==> src/rtl/regfile_mp_sb_if.sv <==
// Bundles the register-file bus: write ports, read ports and scoreboard set.
// Packed vectors carry port i at [i*W +: W].
interface regfile_mp_sb_if #(
    parameter int DATA_W = 32,
    parameter int ADDR_W = 5,
    parameter int NUM_RD = 2,
    parameter int NUM_WR = 2
);
    logic [NUM_WR-1:0]        wr_en;
    logic [NUM_WR*ADDR_W-1:0] wr_addr;
    logic [NUM_WR*DATA_W-1:0] wr_data;
    logic [NUM_RD*ADDR_W-1:0] rd_addr;
    logic [NUM_RD*DATA_W-1:0] rd_data;
    logic [NUM_RD-1:0]        rd_busy;
    logic                     sb_set_en;
    logic [ADDR_W-1:0]        sb_set_addr;
    logic                     busy_any;

    modport master (
        output wr_en, wr_addr, wr_data, rd_addr, sb_set_en, sb_set_addr,
        input  rd_data, rd_busy, busy_any
    );

    modport slave (
        input  wr_en, wr_addr, wr_data, rd_addr, sb_set_en, sb_set_addr,
        output rd_data, rd_busy, busy_any
    );
endinterface

==> src/rtl/regfile_mp_sb.sv <==
// Multi-port register file with same-cycle write-to-read bypass and a
// per-register pending-write scoreboard; r0 is hardwired to zero.
module regfile_mp_sb #(
    parameter int DATA_W = 32,
    parameter int ADDR_W = 5,
    parameter int NUM_RD = 2,
    parameter int NUM_WR = 2
) (
    input  logic            clk,
    input  logic            rst_n,
    regfile_mp_sb_if.slave  bus
);
    localparam int DEPTH = 2 ** ADDR_W;

    logic [DATA_W-1:0] regs_reg [DEPTH];
    logic [DEPTH-1:0]  busy_reg;
    logic [DEPTH-1:0]  busy_next;
    logic [ADDR_W-1:0] wa [NUM_WR];
    logic [DATA_W-1:0] wd [NUM_WR];

    genvar gi;
    generate
        for (gi = 0; gi < NUM_WR; gi++) begin : g_wr
            assign wa[gi] = bus.wr_addr[gi*ADDR_W +: ADDR_W];
            assign wd[gi] = bus.wr_data[gi*DATA_W +: DATA_W];
        end
    endgenerate

    // Ascending port order makes the highest-index enabled port win a collision.
    always_ff @(posedge clk or negedge rst_n) begin
        if (!rst_n) begin
            for (int r = 0; r < DEPTH; r++) regs_reg[r] <= '0;
            busy_reg <= '0;
        end else begin
            for (int i = 0; i < NUM_WR; i++) begin
                if (bus.wr_en[i] && wa[i] != '0) regs_reg[wa[i]] <= wd[i];
            end
            busy_reg <= busy_next;
        end
    end

    // Clears are applied before the set so a new producer keeps the bit pending.
    always_comb begin
        busy_next = busy_reg;
        for (int i = 0; i < NUM_WR; i++) begin
            if (bus.wr_en[i]) busy_next[wa[i]] = 1'b0;
        end
        if (bus.sb_set_en) busy_next[bus.sb_set_addr] = 1'b1;
        busy_next[0] = 1'b0;
    end

    assign bus.busy_any = |busy_reg;

    generate
        for (gi = 0; gi < NUM_RD; gi++) begin : g_rd
            logic [ADDR_W-1:0] ra;
            logic              hit;
            logic [DATA_W-1:0] byp;

            assign ra = bus.rd_addr[gi*ADDR_W +: ADDR_W];

            always_comb begin
                hit = 1'b0;
                byp = regs_reg[ra];
                for (int i = 0; i < NUM_WR; i++) begin
                    if (bus.wr_en[i] && wa[i] == ra) begin
                        hit = 1'b1;
                        byp = wd[i];
                    end
                end
            end

            // Gating with rst_n keeps bypassed data off the outputs during reset.
            assign bus.rd_data[gi*DATA_W +: DATA_W] = (rst_n && ra != '0) ? byp : '0;
            assign bus.rd_busy[gi] = rst_n && (ra != '0) && busy_reg[ra] && !hit;
        end
    endgenerate
endmodule

==> src/flat_wrapper.sv <==
// flat-port wrapper written by rule: the top's interface ports become plain ports
module regfile_mp_sb_flat 
#(
    parameter int DATA_W = 32,
    parameter int ADDR_W = 5,
    parameter int NUM_RD = 2,
    parameter int NUM_WR = 2
)
  (clk, rst_n, bus_wr_en, bus_wr_addr, bus_wr_data, bus_rd_addr, bus_sb_set_en, bus_sb_set_addr, bus_rd_data, bus_rd_busy, bus_busy_any);
  regfile_mp_sb_if #(.DATA_W(DATA_W), .ADDR_W(ADDR_W), .NUM_RD(NUM_RD), .NUM_WR(NUM_WR)) bus_i ();
  input  logic clk;
  input  logic rst_n;
  input wire logic [$bits(bus_i.wr_en)-1:0] bus_wr_en;
  input wire logic [$bits(bus_i.wr_addr)-1:0] bus_wr_addr;
  input wire logic [$bits(bus_i.wr_data)-1:0] bus_wr_data;
  input wire logic [$bits(bus_i.rd_addr)-1:0] bus_rd_addr;
  input wire logic [$bits(bus_i.sb_set_en)-1:0] bus_sb_set_en;
  input wire logic [$bits(bus_i.sb_set_addr)-1:0] bus_sb_set_addr;
  output wire logic [$bits(bus_i.rd_data)-1:0] bus_rd_data;
  output wire logic [$bits(bus_i.rd_busy)-1:0] bus_rd_busy;
  output wire logic [$bits(bus_i.busy_any)-1:0] bus_busy_any;
  assign bus_i.wr_en = bus_wr_en;
  assign bus_i.wr_addr = bus_wr_addr;
  assign bus_i.wr_data = bus_wr_data;
  assign bus_i.rd_addr = bus_rd_addr;
  assign bus_i.sb_set_en = bus_sb_set_en;
  assign bus_i.sb_set_addr = bus_sb_set_addr;
  assign bus_rd_data = bus_i.rd_data;
  assign bus_rd_busy = bus_i.rd_busy;
  assign bus_busy_any = bus_i.busy_any;
  regfile_mp_sb #(.DATA_W(DATA_W), .ADDR_W(ADDR_W), .NUM_RD(NUM_RD), .NUM_WR(NUM_WR)) u_core (.clk(clk), .rst_n(rst_n), .bus(bus_i));
endmodule
==> config.mk <==
export PLATFORM = sky130hd
export DESIGN_NAME = regfile_mp_sb_flat
export DESIGN_NICKNAME = d
export VERILOG_FILES = /design/src/rtl/regfile_mp_sb_if.sv /design/src/rtl/regfile_mp_sb.sv /design/src/flat_wrapper.sv
export SDC_FILE = /design/constraint.sdc
export NUM_CORES = 2
export LEC_CHECK = 0
export ABC_CLOCK_PERIOD_IN_PS = 4070
export BUFFER_PORTS_ARGS = -buffer_cell sky130_fd_sc_hd__buf_2
export CELL_PAD_IN_SITES_DETAIL_PLACEMENT = 1
export CELL_PAD_IN_SITES_GLOBAL_PLACEMENT = 1
export CORE_UTILIZATION = 41
export DETAILED_ROUTE_END_ITERATION = 12
export PLACE_DENSITY = 0.68
export SYNTH_ARGS = -nofsm -noshare
export SYNTH_HDL_FRONTEND = slang
export SYNTH_SLANG_ARGS = --single-unit
==> constraint.sdc <==
create_clock -name clk -period 4.07 [get_ports clk]
set_clock_uncertainty 0.1 [all_clocks]
set_input_delay 1.0175 -clock clk [delete_from_list [all_inputs] [get_ports clk]]
set_output_delay 1.0175 -clock clk [all_outputs]
set_load 0.01 [all_outputs]
## Word level (Yosys, flattened, before mapping)

Cells that the tools add are included.

| storage, ports and cells | value |
|---|---|
| bits of input ports | 94 |
| bits in writable memories | 0 |
| latch bits | 0 |
| output and inout bits | 67 |
| memories | 0 |
| logic and storage cells | 121 |
| ROM bits | 0 |
| register bits after elaboration | 1055 |

| cells by class | value |
|---|---|
| shift-type cells | 0 |
| eq/ne operators | 4 |
| reductions and logical operators | 24 |
| bitwise logic cells | 9 |
| $mul | 0 |
| divide/modulo/power cells | 0 |
| $add $sub $neg | 0 |
| multiplexer cells | 37 |
| magnitude comparators | 14 |

Operators with widths:

| kind | count |
|---|---|
| $bwmux 1024 | 2 |
| $mux 1024 | 2 |
| $mux 32 | 15 |
| $bmux 32 s5 | 2 |
| $demux 32 s5 | 2 |
| $and 32x32->32 | 2 |
| $not 32->32 | 2 |
| $or 32x32->32 | 1 |
| $reduce_or 31->1 | 1 |
| $lt 5x6->1 const B | 5 |
| $ge 6x6->1 const B | 4 |
| $not 5->6 | 4 |
| $eq 5x5->1 | 4 |
| $reduce_bool 5->1 | 4 |
| $logic_and 1x1->1 | 17 |
| $demux 1 s5 | 3 |
| $ge 5x1->1 const B | 3 |
| $lt 6x1->1 const B | 2 |
| $bmux 1 s5 | 2 |
| $mux 1 | 9 |
| $logic_not 1->1 | 2 |

## Logic depth before layout (Yosys ltp)

| depth | value |
|---|---|
| word-level depth | 11 |
| gate-level depth with buffers | 9 |
| depth with buffers taken out | 5 |

## Worst setup path after synthesis

OpenSTA, ideal clock, no wires.

| timing | value |
|---|---|
| path type | input to output |
| from | input bus_rd_addr[5] |
| to | output bus_rd_data[35] |
| cell stages on the path | 7 |
| data required time | 2953 ps |
| arrival time | 2809 ps |
| slack | 144 ps |
| path buffers | 2 |
| cells stage by stage | buf_4 > buf_1 > mux4_2 > a22oi_1 > nand2_1 > a22oi_1 > o221ai_1 |

| on the way | value |
|---|---|
| longest elaborated chain between the ends | 7 |
| elaborated cells on any way between the ends | 13 |
| classes of those cells | 2 x eq/ne; 6 x mux; 1 x bitwise; 4 x reduce/logical |

RTL lines:

| item | line | RTL |
|---|---|---|
| start, declared | flat_wrapper.sv:16 | `input wire logic [$bits(bus_i.rd_addr)-1:0] bus_rd_addr;` |
| $not 5->6 (not written as such) | regfile_mp_sb.sv:64 | `byp = regs_reg[ra];` |
| $bmux 32 s5 | regfile_mp_sb.sv:64 |  |
| $mux 32 (not written as such) (2 in a row) | regfile_mp_sb.sv:64 |  |
| $mux 32 (2 in a row) | regfile_mp_sb.sv:66 | `if (bus.wr_en[i] && wa[i] == ra) begin` |
| $mux 32 (*) | regfile_mp_sb.sv:74 | `assign bus.rd_data[gi*DATA_W +: DATA_W] = (rst_n && ra != '0) ? byp : '0;` |
| end, declared | flat_wrapper.sv:19 | `output wire logic [$bits(bus_i.rd_data)-1:0] bus_rd_data;` |

Every way passes the cells marked *; elsewhere a longest branch is shown, timed or not. The select of a mux whose other input is x is not followed.

## Worst setup path in the final report

| timing | value |
|---|---|
| from | input bus_rd_addr[5] |
| to | output bus_rd_data[63] |

The elaborated chain is that of the path after synthesis.

==> results.ini <==
[sta]
slew_headroom_pct=23.22
tightest_slew_ps=1152
max_freq_ghz=0.2317
slew_violations=0
setup_slack_ps=-246.7
period_minus_slack_ps=4317
setup_viol_count_final=66
period_share_pct=106.1
hold_violations=0
timing.hold.ws_ps=122.8
rsz0062_at_grt=true

[routing]
via_per_inst=7.413
drt_first_pass_iters=8
drc_errors=0
postRouteAntennaNets=0
drt-initial-drc-count=10113
drt-wirelength-per-cell_um=39.97
vias=67608
wl_um=364500

[power]
ir_worst_vdd_uv=433.8
power_density_nw_per_um2=461.6
power_mw=38.71
leakagePower_nw=36.83

[setup_path]
cp.arrival_ps=3200
rrSetupSlack_ps=2860
crit_required_ps=2950
start_kind=input port
cp_max_fo=14
crit_type=input port to output pin
endpoint_kind=output pin

[floorplanning]
dieHeight_um=403.7
initial_core_util_pct=41.26
placementRows=147
die_w_um=403.7
io_pins=161
die_area_sq_um=163000
core_area_sq_um=160400

[clocking]
clockRootBuffer=clkbuf_16
htree_levels=4
clock_path_buffers=3
worstSkewPairLatency_ps=820
clk_pin_slew_worst_paths_ps=60
cts_buffers=133
cts_sinks=1055
cts_tree=yes

[yosys]
synth_cells=6658
synth_cell_types=61
avgSynthCellArea_sq_um=9.938
ys_async_sr_fraction_pct=100.0
synth_area_sq_um=66170
yosysWarnings=0
synth_edf_count=0
yosysSeqAreaShare_pct=39.90
synthFlopType=dfrtp_1
ys_ff_latch=1055
synth_nets=6752

[layout]
drive_gt1_share_pct=27.82
stdcell_count=9120
multi_input_area_sq_um=39870
design_area_sq_um=83860
seqCellArea_sq_um=26400
largest_reg_flops=1024
n_fill_cell=16926
syn_to_final_growth_pct=26.74
finalNetCount=6927

[place]
dp_hpwl_um=212200
io_buffers=160
dp_cells=8715
place_congestion=0.9728
place_ws_ps=-863.7
dpl_cell_area_sq_um=73390

[run_status]
outcome=finished with violations
violations=setup timing

[grt]
grt_pass1_wl_um=503900
grt_usage_pct=43.15
grt.overflow.total=0
antenna_found_initial=30
grt_max_degree=169
grt_pass1_vias=67081

[run]
maxCapViolCount=0

[min_path]
worst_hold_path_type=input port to async pin

final timing paths:
| kind | start | endpoint | cells past startpoint |
|---|---|---|---|
| hold reg to reg | u_core.regs_reg[1015]$_DFF_PN0_ | u_core.regs_reg[1015]$_DFF_PN0_ | 0 |
| hold / removal | rst_n | u_core.regs_reg[96]$_DFF_PN0_ | 2 |
| max in group asynchronous | rst_n | u_core.regs_reg[759]$_DFF_PN0_ | 4 |
| min in group clk | u_core.regs_reg[1015]$_DFF_PN0_ | u_core.regs_reg[1015]$_DFF_PN0_ | 0 |
| setup reg to reg | u_core.regs_reg[33]$_DFF_PN0_ | u_core.regs_reg[33]$_DFF_PN0_ | 2 |
| setup / recovery | bus_rd_addr[5] | bus_rd_data[63] | 11 |
final cells by class:
class,instances,share of cell area (%)
clock inverters,41,0.6699
flip-flops and latches,1055,31.48
diodes,29,0.08654
repair buffers,933,12.34
inverters,16,0.07460
clock buffers,192,4.582
multi-input cells,4694,47.54
well taps,2160,3.223
critical path, cell delays in order:
cell and delay (ps):
buf_16 150, buf_12 140, xor2_4 310, nor4_4 80
buf_4 160, a31oi_4 290, buf_12 260, a22oi_2 80
buf_4 150, o221ai_4 340, buf_2 210
cells in the final DEF, fill, tap and decap left out, drive strengths merged, types with 5 or more instances in the layout:
master / Yosys / layout
nand2b: 7 / 7
o32ai: 32 / 32
nor4: 12 / 12
o221ai: 217 / 217
nor3b: 6 / 6
a21o: 31 / 31
and2: 27 / 27
nand3b: 6 / 6
diode: 0 / 29
clkinv: 0 / 24
nor3: 7 / 7
and3: 14 / 14
clkbuf: 626 / 205
o21a: 31 / 31
xor2: 16 / 16
o22ai: 62 / 62
mux4: 339 / 339
mux2i: 931 / 931
or3b: 6 / 6
or2: 6 / 6
dfrtp: 1055 / 1055
a32o: 29 / 29
bufinv: 0 / 7
a211oi: 7 / 7
nor2b: 5 / 5
buf: 267 / 916
a32oi: 119 / 119
nor2: 369 / 369
a22oi: 415 / 415
a21oi: 335 / 335
inv: 16 / 22
o21ai: 736 / 736
o41ai: 31 / 31
nand3: 5 / 5
nand2: 825 / 825
a221oi: 36 / 36
and3b: 9 / 9
layer usage:
| metal | track usage (%) | share of wire, % | up-vias |
|---|---|---|---|
| met3 | 15.69 | 14 | 1835 |
| met2 | 60.51 | 42 | 5999 |
| li1 | - | - | 25346 |
| met5 | 0.6542 | 0.029 | - |
| met1 | 53.83 | 35 | 34417 |
| met4 | 33.01 | 8.8 | 11 |
Yosys cell counts (32+ instances only):
cell	count	area share, %
a22oi_1	415	4.7
a21oi_1	335	2.5
o221ai_1	217	2.9
a32oi_1	119	1.6
o32ai_1	32	0.42
a221oi_1	36	0.48
clkbuf_1	623	3.5
buf_1	80	0.45
mux2i_1	931	14
dfrtp_1	1055	40
mux4_2	335	11
o21ai_0	735	5.6
buf_4	34	0.39
nor2_1	368	2.1
nand2_1	824	4.7
buf_2	150	1.1
o22ai_1	62	0.59
logic make-up after synthesis:
family	after synthesis	share of synthesized area, %
AOI/OAI and AO/OA	2089	20.47
xor gates and xnor gates	20	0.2647
buffers and inverters	909	5.686
DFF	1055	39.90
muxes	1271	25.66
and+or+nand+nor	1314	8.019
per-stage QoR:
stage / util (%) / setup TNS, ps
final: 52.29 / -7599
after floorplan: - / 0
after global routing: 52.24 / -7820
after CTS: 50.80 / -3472
after global placement: 45.76 / -23630
after detailed placement: 45.76 / -22620
repair_timing:
item / 4_1_cts / 5_1_grt
endpoints found under the setup margin: 66 / 65
gates resized for setup: 419 / 257
cloned: 25 / 13
pin swaps: 90 / 97
hold endpoints to repair: 6 / 0
hold buffers: 1 / 0
setup buffers: 64 / 80
power breakdown:
group          switching [mW]  internal [mW]
Sequential               2.49           13.1
Combinational            5.53           5.18
Clock                    5.37           7.05
Total                    13.4           25.3
No activity file was read; power rests on OpenSTA's default activity.
